==> config.mk <==
export PLATFORM = sky130hd
export DESIGN_NAME = branch_target_buffer_flat
export DESIGN_NICKNAME = d
export VERILOG_FILES = /design/src/rtl/branch_target_buffer_if.sv /design/src/rtl/branch_target_buffer.sv /design/src/flat_wrapper.sv
export SDC_FILE = /design/constraint.sdc
export NUM_CORES = 1
export LEC_CHECK = 0
export CORE_ASPECT_RATIO = 0.5
export CORE_MARGIN = 2
export CORE_UTILIZATION = 42
export CTS_CLUSTER_DIAMETER = 80
export DETAILED_ROUTE_END_ITERATION = 6
export GPL_ROUTABILITY_DRIVEN = 0
export PLACE_DENSITY = 0.59
export SYNTH_ARGS = -nofsm -noshare
export SYNTH_HDL_FRONTEND = slang
export SYNTH_SLANG_ARGS = --single-unit
==> constraint.sdc <==
create_clock -name clk -period 11.8 [get_ports clk]
set_input_delay 2.36 -clock clk [delete_from_list [all_inputs] [get_ports clk]]
set_output_delay 2.36 -clock clk [all_outputs]
set_load 0.01 [all_outputs]
==> src/rtl/branch_target_buffer_if.sv <==
// branch_target_buffer_if: fetch/resolve bus between PC logic and the BTB; stat signals exist only with BTB_STATS_EN
interface branch_target_buffer_if #(parameter int ADDR_W = 32);
  logic [ADDR_W-1:0] fetch_pc, pred_target, upd_pc, upd_target, upd_pred_target, redirect_pc;
  logic pred_hit, pred_taken, upd_valid, upd_taken, upd_pred_taken, flush_all, mispredict;
`ifdef BTB_STATS_EN
  logic [31:0] stat_branches, stat_mispredicts;
  modport master(output fetch_pc, upd_valid, upd_pc, upd_taken, upd_target, upd_pred_taken, upd_pred_target, flush_all,
                 input pred_hit, pred_taken, pred_target, mispredict, redirect_pc, stat_branches, stat_mispredicts);
  modport slave(input fetch_pc, upd_valid, upd_pc, upd_taken, upd_target, upd_pred_taken, upd_pred_target, flush_all,
                output pred_hit, pred_taken, pred_target, mispredict, redirect_pc, stat_branches, stat_mispredicts);
`else
  modport master(output fetch_pc, upd_valid, upd_pc, upd_taken, upd_target, upd_pred_taken, upd_pred_target, flush_all,
                 input pred_hit, pred_taken, pred_target, mispredict, redirect_pc);
  modport slave(input fetch_pc, upd_valid, upd_pc, upd_taken, upd_target, upd_pred_taken, upd_pred_target, flush_all,
                output pred_hit, pred_taken, pred_target, mispredict, redirect_pc);
`endif
endinterface

==> src/rtl/branch_target_buffer.sv <==
// branch_target_buffer: direct-mapped BTB with saturating direction counters; optional 32-bit stats via BTB_STATS_EN
module branch_target_buffer #(
  parameter int ADDR_W = 32,
  parameter int ENTRIES = 16,
  parameter int CTR_W = 2
) (
  input logic clk,
  input logic rst,
  branch_target_buffer_if.slave bus
);
  localparam int IDX_W = $clog2(ENTRIES);
  localparam int TAG_W = ADDR_W - IDX_W - 2;
  localparam logic [CTR_W-1:0] CTR_MAX = '1;
  localparam logic [CTR_W-1:0] CTR_WEAK = CTR_W'(1) << (CTR_W - 1);
  logic [ENTRIES-1:0] valid;
  logic [TAG_W-1:0] tag [ENTRIES];
  logic [ADDR_W-1:0] target [ENTRIES];
  logic [CTR_W-1:0] ctr [ENTRIES];
  logic [IDX_W-1:0] f_idx, u_idx;
  logic [TAG_W-1:0] f_tag, u_tag;
  logic [CTR_W-1:0] u_ctr, u_ctr_next;
  logic u_hit, unused_low_bits;
  assign f_idx = bus.fetch_pc[IDX_W+1:2];
  assign f_tag = bus.fetch_pc[ADDR_W-1:IDX_W+2];
  assign u_idx = bus.upd_pc[IDX_W+1:2];
  assign u_tag = bus.upd_pc[ADDR_W-1:IDX_W+2];
  assign unused_low_bits = ^{bus.fetch_pc[1:0], bus.upd_pc[1:0]};
  assign bus.pred_hit = valid[f_idx] && tag[f_idx] == f_tag;
  assign bus.pred_taken = bus.pred_hit && ctr[f_idx][CTR_W-1];
  assign bus.pred_target = bus.pred_taken ? target[f_idx] : bus.fetch_pc + ADDR_W'(4);
  assign bus.mispredict = bus.upd_valid && (bus.upd_taken != bus.upd_pred_taken ||
                          (bus.upd_taken && bus.upd_pred_taken && bus.upd_target != bus.upd_pred_target));
  assign bus.redirect_pc = bus.upd_taken ? bus.upd_target : bus.upd_pc + ADDR_W'(4);
  assign u_hit = valid[u_idx] && tag[u_idx] == u_tag;
  assign u_ctr = ctr[u_idx];
  assign u_ctr_next = bus.upd_taken ? (u_ctr == CTR_MAX ? u_ctr : u_ctr + 1'b1)
                                    : (u_ctr == '0 ? u_ctr : u_ctr - 1'b1);
  // valid/ctr: async clear, flush drops valid only and wins over an update
  always_ff @(posedge clk or posedge rst) begin
    if (rst) begin
      valid <= '0;
      for (int i = 0; i < ENTRIES; i++) ctr[i] <= '0;
    end else if (bus.flush_all) begin
      valid <= '0;
    end else if (bus.upd_valid && u_hit) begin
      ctr[u_idx] <= u_ctr_next;
    end else if (bus.upd_valid && bus.upd_taken) begin
      valid[u_idx] <= 1'b1;
      ctr[u_idx] <= CTR_WEAK;
    end
  end
  // tag/target need no reset; a taken resolve rewrites them whether hit or allocate
  always_ff @(posedge clk) begin
    if (!bus.flush_all && bus.upd_valid && bus.upd_taken) begin
      tag[u_idx] <= u_tag;
      target[u_idx] <= bus.upd_target;
    end
  end
`ifdef BTB_STATS_EN
  // saturating resolve/mispredict counters, immune to flush
  always_ff @(posedge clk or posedge rst) begin
    if (rst) begin
      bus.stat_branches <= '0;
      bus.stat_mispredicts <= '0;
    end else if (bus.upd_valid && !bus.flush_all) begin
      if (bus.stat_branches != '1) bus.stat_branches <= bus.stat_branches + 1;
      if (bus.mispredict && bus.stat_mispredicts != '1) bus.stat_mispredicts <= bus.stat_mispredicts + 1;
    end
  end
`endif
endmodule

==> src/flat_wrapper.sv <==
// flat-port wrapper written by rule: the top's interface ports become plain ports
module branch_target_buffer_flat 
#(
  parameter int ADDR_W = 32,
  parameter int ENTRIES = 16,
  parameter int CTR_W = 2
)
  (clk, rst, bus_fetch_pc, bus_upd_valid, bus_upd_pc, bus_upd_taken, bus_upd_target, bus_upd_pred_taken, bus_upd_pred_target, bus_flush_all, bus_pred_hit, bus_pred_taken, bus_pred_target, bus_mispredict, bus_redirect_pc);
  branch_target_buffer_if #(.ADDR_W(ADDR_W)) bus_i ();
  input logic clk;
  input logic rst;
  input wire logic [$bits(bus_i.fetch_pc)-1:0] bus_fetch_pc;
  input wire logic [$bits(bus_i.upd_valid)-1:0] bus_upd_valid;
  input wire logic [$bits(bus_i.upd_pc)-1:0] bus_upd_pc;
  input wire logic [$bits(bus_i.upd_taken)-1:0] bus_upd_taken;
  input wire logic [$bits(bus_i.upd_target)-1:0] bus_upd_target;
  input wire logic [$bits(bus_i.upd_pred_taken)-1:0] bus_upd_pred_taken;
  input wire logic [$bits(bus_i.upd_pred_target)-1:0] bus_upd_pred_target;
  input wire logic [$bits(bus_i.flush_all)-1:0] bus_flush_all;
  output wire logic [$bits(bus_i.pred_hit)-1:0] bus_pred_hit;
  output wire logic [$bits(bus_i.pred_taken)-1:0] bus_pred_taken;
  output wire logic [$bits(bus_i.pred_target)-1:0] bus_pred_target;
  output wire logic [$bits(bus_i.mispredict)-1:0] bus_mispredict;
  output wire logic [$bits(bus_i.redirect_pc)-1:0] bus_redirect_pc;
  assign bus_i.fetch_pc = bus_fetch_pc;
  assign bus_i.upd_valid = bus_upd_valid;
  assign bus_i.upd_pc = bus_upd_pc;
  assign bus_i.upd_taken = bus_upd_taken;
  assign bus_i.upd_target = bus_upd_target;
  assign bus_i.upd_pred_taken = bus_upd_pred_taken;
  assign bus_i.upd_pred_target = bus_upd_pred_target;
  assign bus_i.flush_all = bus_flush_all;
  assign bus_pred_hit = bus_i.pred_hit;
  assign bus_pred_taken = bus_i.pred_taken;
  assign bus_pred_target = bus_i.pred_target;
  assign bus_mispredict = bus_i.mispredict;
  assign bus_redirect_pc = bus_i.redirect_pc;
  branch_target_buffer #(.ADDR_W(ADDR_W), .ENTRIES(ENTRIES), .CTR_W(CTR_W)) u_core (.clk(clk), .rst(rst), .bus(bus_i));
endmodule
==> results.cfg <==
[outcome]
status = finished clean

[layout]
final_cell_mix = edfxtp_1, mux4_2, clkdlybuf4s50_1
drive_gt1_share_pct = 24.9
nNetsFinal = 2739
nFillCells = 8773
regArea_um2 = 29100
layout_commonest_cell = edfxtp_1
synthToLayoutAreaGrowth_pct = 15.4
multi_input_area_um2 = 14600

[synth]
synth_top_area_share_pct = 62.8
syn_avg_cell_area_um2 = 18.9
syn_inst = 2350
synth_ff_type = edfxtp_1
syn_area_um2 = 44400
synth_top_family_by_area = multiplexers
muxShareOfSynthArea_pct = 23.1
synth_area_leaders = edfxtp_1, mux4_2, mux2i_1, dfrtp_1, xnor2_1
yosys_warnings = 0
synth-simple-area-share_pct = 3.77
synth_xor_xnor_area_share_pct = 2.76
synthDistinctLibCells = 69
syn-num-nets = 2490
yosys.area.top_type = edfxtp_1
ys_ff_latch = 976
synth_edf_count = 928
synth_compound_area_share_pct = 2.79
async_flop_share_pct = 4.92
synth_adder_area_share_pct = 0.214
synth-seq-area-share_pct = 65.5

[critical_path]
r2r_slack_ps = 7900
end_kind = output port
critPathSlowestCell = and2_2
reg2regPathDepth = 11
crit_arrival_ps = 7420
cpPeakStageDelay_ps = 700
crit_top_cell = mux2i_1
required_ps = 9440
critPathKind = in2out
worstPathMaxFanout = 68
start_kind = input port
worstReg2RegStart = u_core.tag[11][25]
rr_endpoint = u_core.ctr[25]
path_cells = buf_8, mux4_2, mux2i_1, mux2i_1, xor2_1, nor4_1, nand4_1, nor4_2, buf_4, and2_2, mux2_2, clkdlybuf4s50_1
path_buf_inv = 3
critPathTopFamily = simple AND/OR/NAND/NOR gates

[power]
ir_drop_uv = 97.1
p_per_area_nw_per_um2 = 147
p_leak_nw = 16.4
power.total_mw = 7.54

[cts]
path_clk_slew_ps = 60
clockBufferDepth = 3
htreeDepth = 3
ctsRootBufferMaster = clkbuf_16
cts_resized = 0
cts_sinks = 976
cts_setup_buffers = 0
cts_tree = yes
cts_buffers = 91
clk_latency_ps = 700
hold_buffers = 0

[sta]
finalSetupViolCount = 0
skew_ps = 24.6
finalCritPeriodShare_pct = 82.9
period_needed_ps = 9780
tightest_slew_ps = 1140
tns_ps = 0
slew_headroom_pct = 24.1
maxSlewViolCount = 0
final_hold_viol_count = 0
max_freq_mhz = 102
rsz0062_at_grt = false

[placement]
portBuffers = 200
place_hpwl_um = 84200

[floorplan]
num_rows = 84
core_region_area_um2 = 105000
die_w_um = 464
fp.dieH_um = 234
start_util_pct = 42.3
pin_count = 201
die_area_um2 = 108000

[hold_path]
hp-class = reg2reg
holdPathStages = 1
holdCritStartpoint = u_core.valid[12]
holdPathEnd = u_core.valid[12]

[route]
drt_pass1_iterations = 5
drt_iter0_drc = 3352
drt-vias-per-instance = 6.18
wl_per_cell_um = 34.1
vias = 25296
drcViolationCount = 0
ant_nets = 0
routed_wl_um = 139000

[global_route]
grt_usage_pct = 25.5
grt_overflow_total = 0
grt_max_degree = 69
grt_pass1_vias = 25000
grt_pass1_wl_um = 193000
antenna_found_initial = 5

[flow_run]
drv_cap = 0
[layout make-up]
| class | instances | share of cell area, % |
|---|---|---|
| Sequential cell | 976 | 56.7 |
| Multi-Input combinational cell | 1205 | 28.4 |
| Timing Repair Buffer | 299 | 5.41 |
| Clock buffer | 114 | 4.71 |
| Tap cell | 1419 | 3.46 |
| Clock inverter | 51 | 1.07 |
| Inverter | 26 | 0.190 |
| Antenna cell | 3 | 0.0147 |
[Yosys cell counts (32+ instances only)]
cell type / n
buf_2: 40
clkbuf_1: 59
dfrtp_1: 48
edfxtp_1: 928
mux2_2: 35
mux2i_1: 153
mux4_2: 361
nand2_1: 96
nand3_1: 43
nor2_1: 40
o21ai_0: 61
xnor2_1: 108
xor2_1: 32
[per-stage QoR]
stage	area [µm²]	util [%]	worst slack, ps	instances	hold WS [ps]
2_1_floorplan	44400	-	3360	2350	467
3_3_place_gp	48300	46.0	2050	3925	502
3_5_place_dp	48300	46.0	2040	3925	499
4_1_cts	51200	48.8	2000	4090	517
5_1_grt	51200	48.9	1740	4092	549
6_report	51200	48.9	2020	4093	517
[logic make-up (layout without fill, tap and decap cells)]
| group | Yosys count | after routing |
|---|---|---|
| flip-flops | 976 | 976 |
| multiplexers | 557 | 557 |
| XOR/XNOR | 140 | 140 |
| AND/OR/NAND/NOR | 316 | 316 |
| other | 0 | 3 |
| buffers and inverters | 169 | 490 |
| adder cells (fa/ha/maj) | 8 | 8 |
| AO/OA/AOI/OAI | 184 | 184 |
[worst max-delay path by stage]
stage,to,depth (start not counted),start
after global routing,bus_pred_target[17],12,bus_fetch_pc[2]
final,bus_pred_target[17],12,bus_fetch_pc[2]
after CTS,bus_pred_target[9],12,bus_fetch_pc[2]
after floorplan,u_core.ctr[16],9,bus_upd_pc[5]
after detailed placement,bus_pred_target[27],12,bus_fetch_pc[2]
after global placement,bus_pred_target[9],12,bus_fetch_pc[2]
[registers in the layout, summed over array words and instances (netlist names)]
signal / flops
u_core.target: 512
u_core.valid: 16
u_core.tag: 416
u_core.ctr: 32
[layer usage]
layer / part of all wire (%) / up-vias / GRT usage (%)
met3: 8.8 / 215 / 5.69
met5: 0 / - / 0
met1: 42 / 13561 / 35.8
li1: - / 10257 / -
met2: 46 / 1263 / 40.0
met4: 3.3 / 0 / 8.26
[report_power, final]
group	total, mW	internal (mW)	switching, mW
Sequential	3.84	3.82	0.0160
Combinational	0.709	0.296	0.412
Clock	2.99	1.66	1.33
Total	7.54	5.78	1.76
Power figures use the tool's default switching activity.
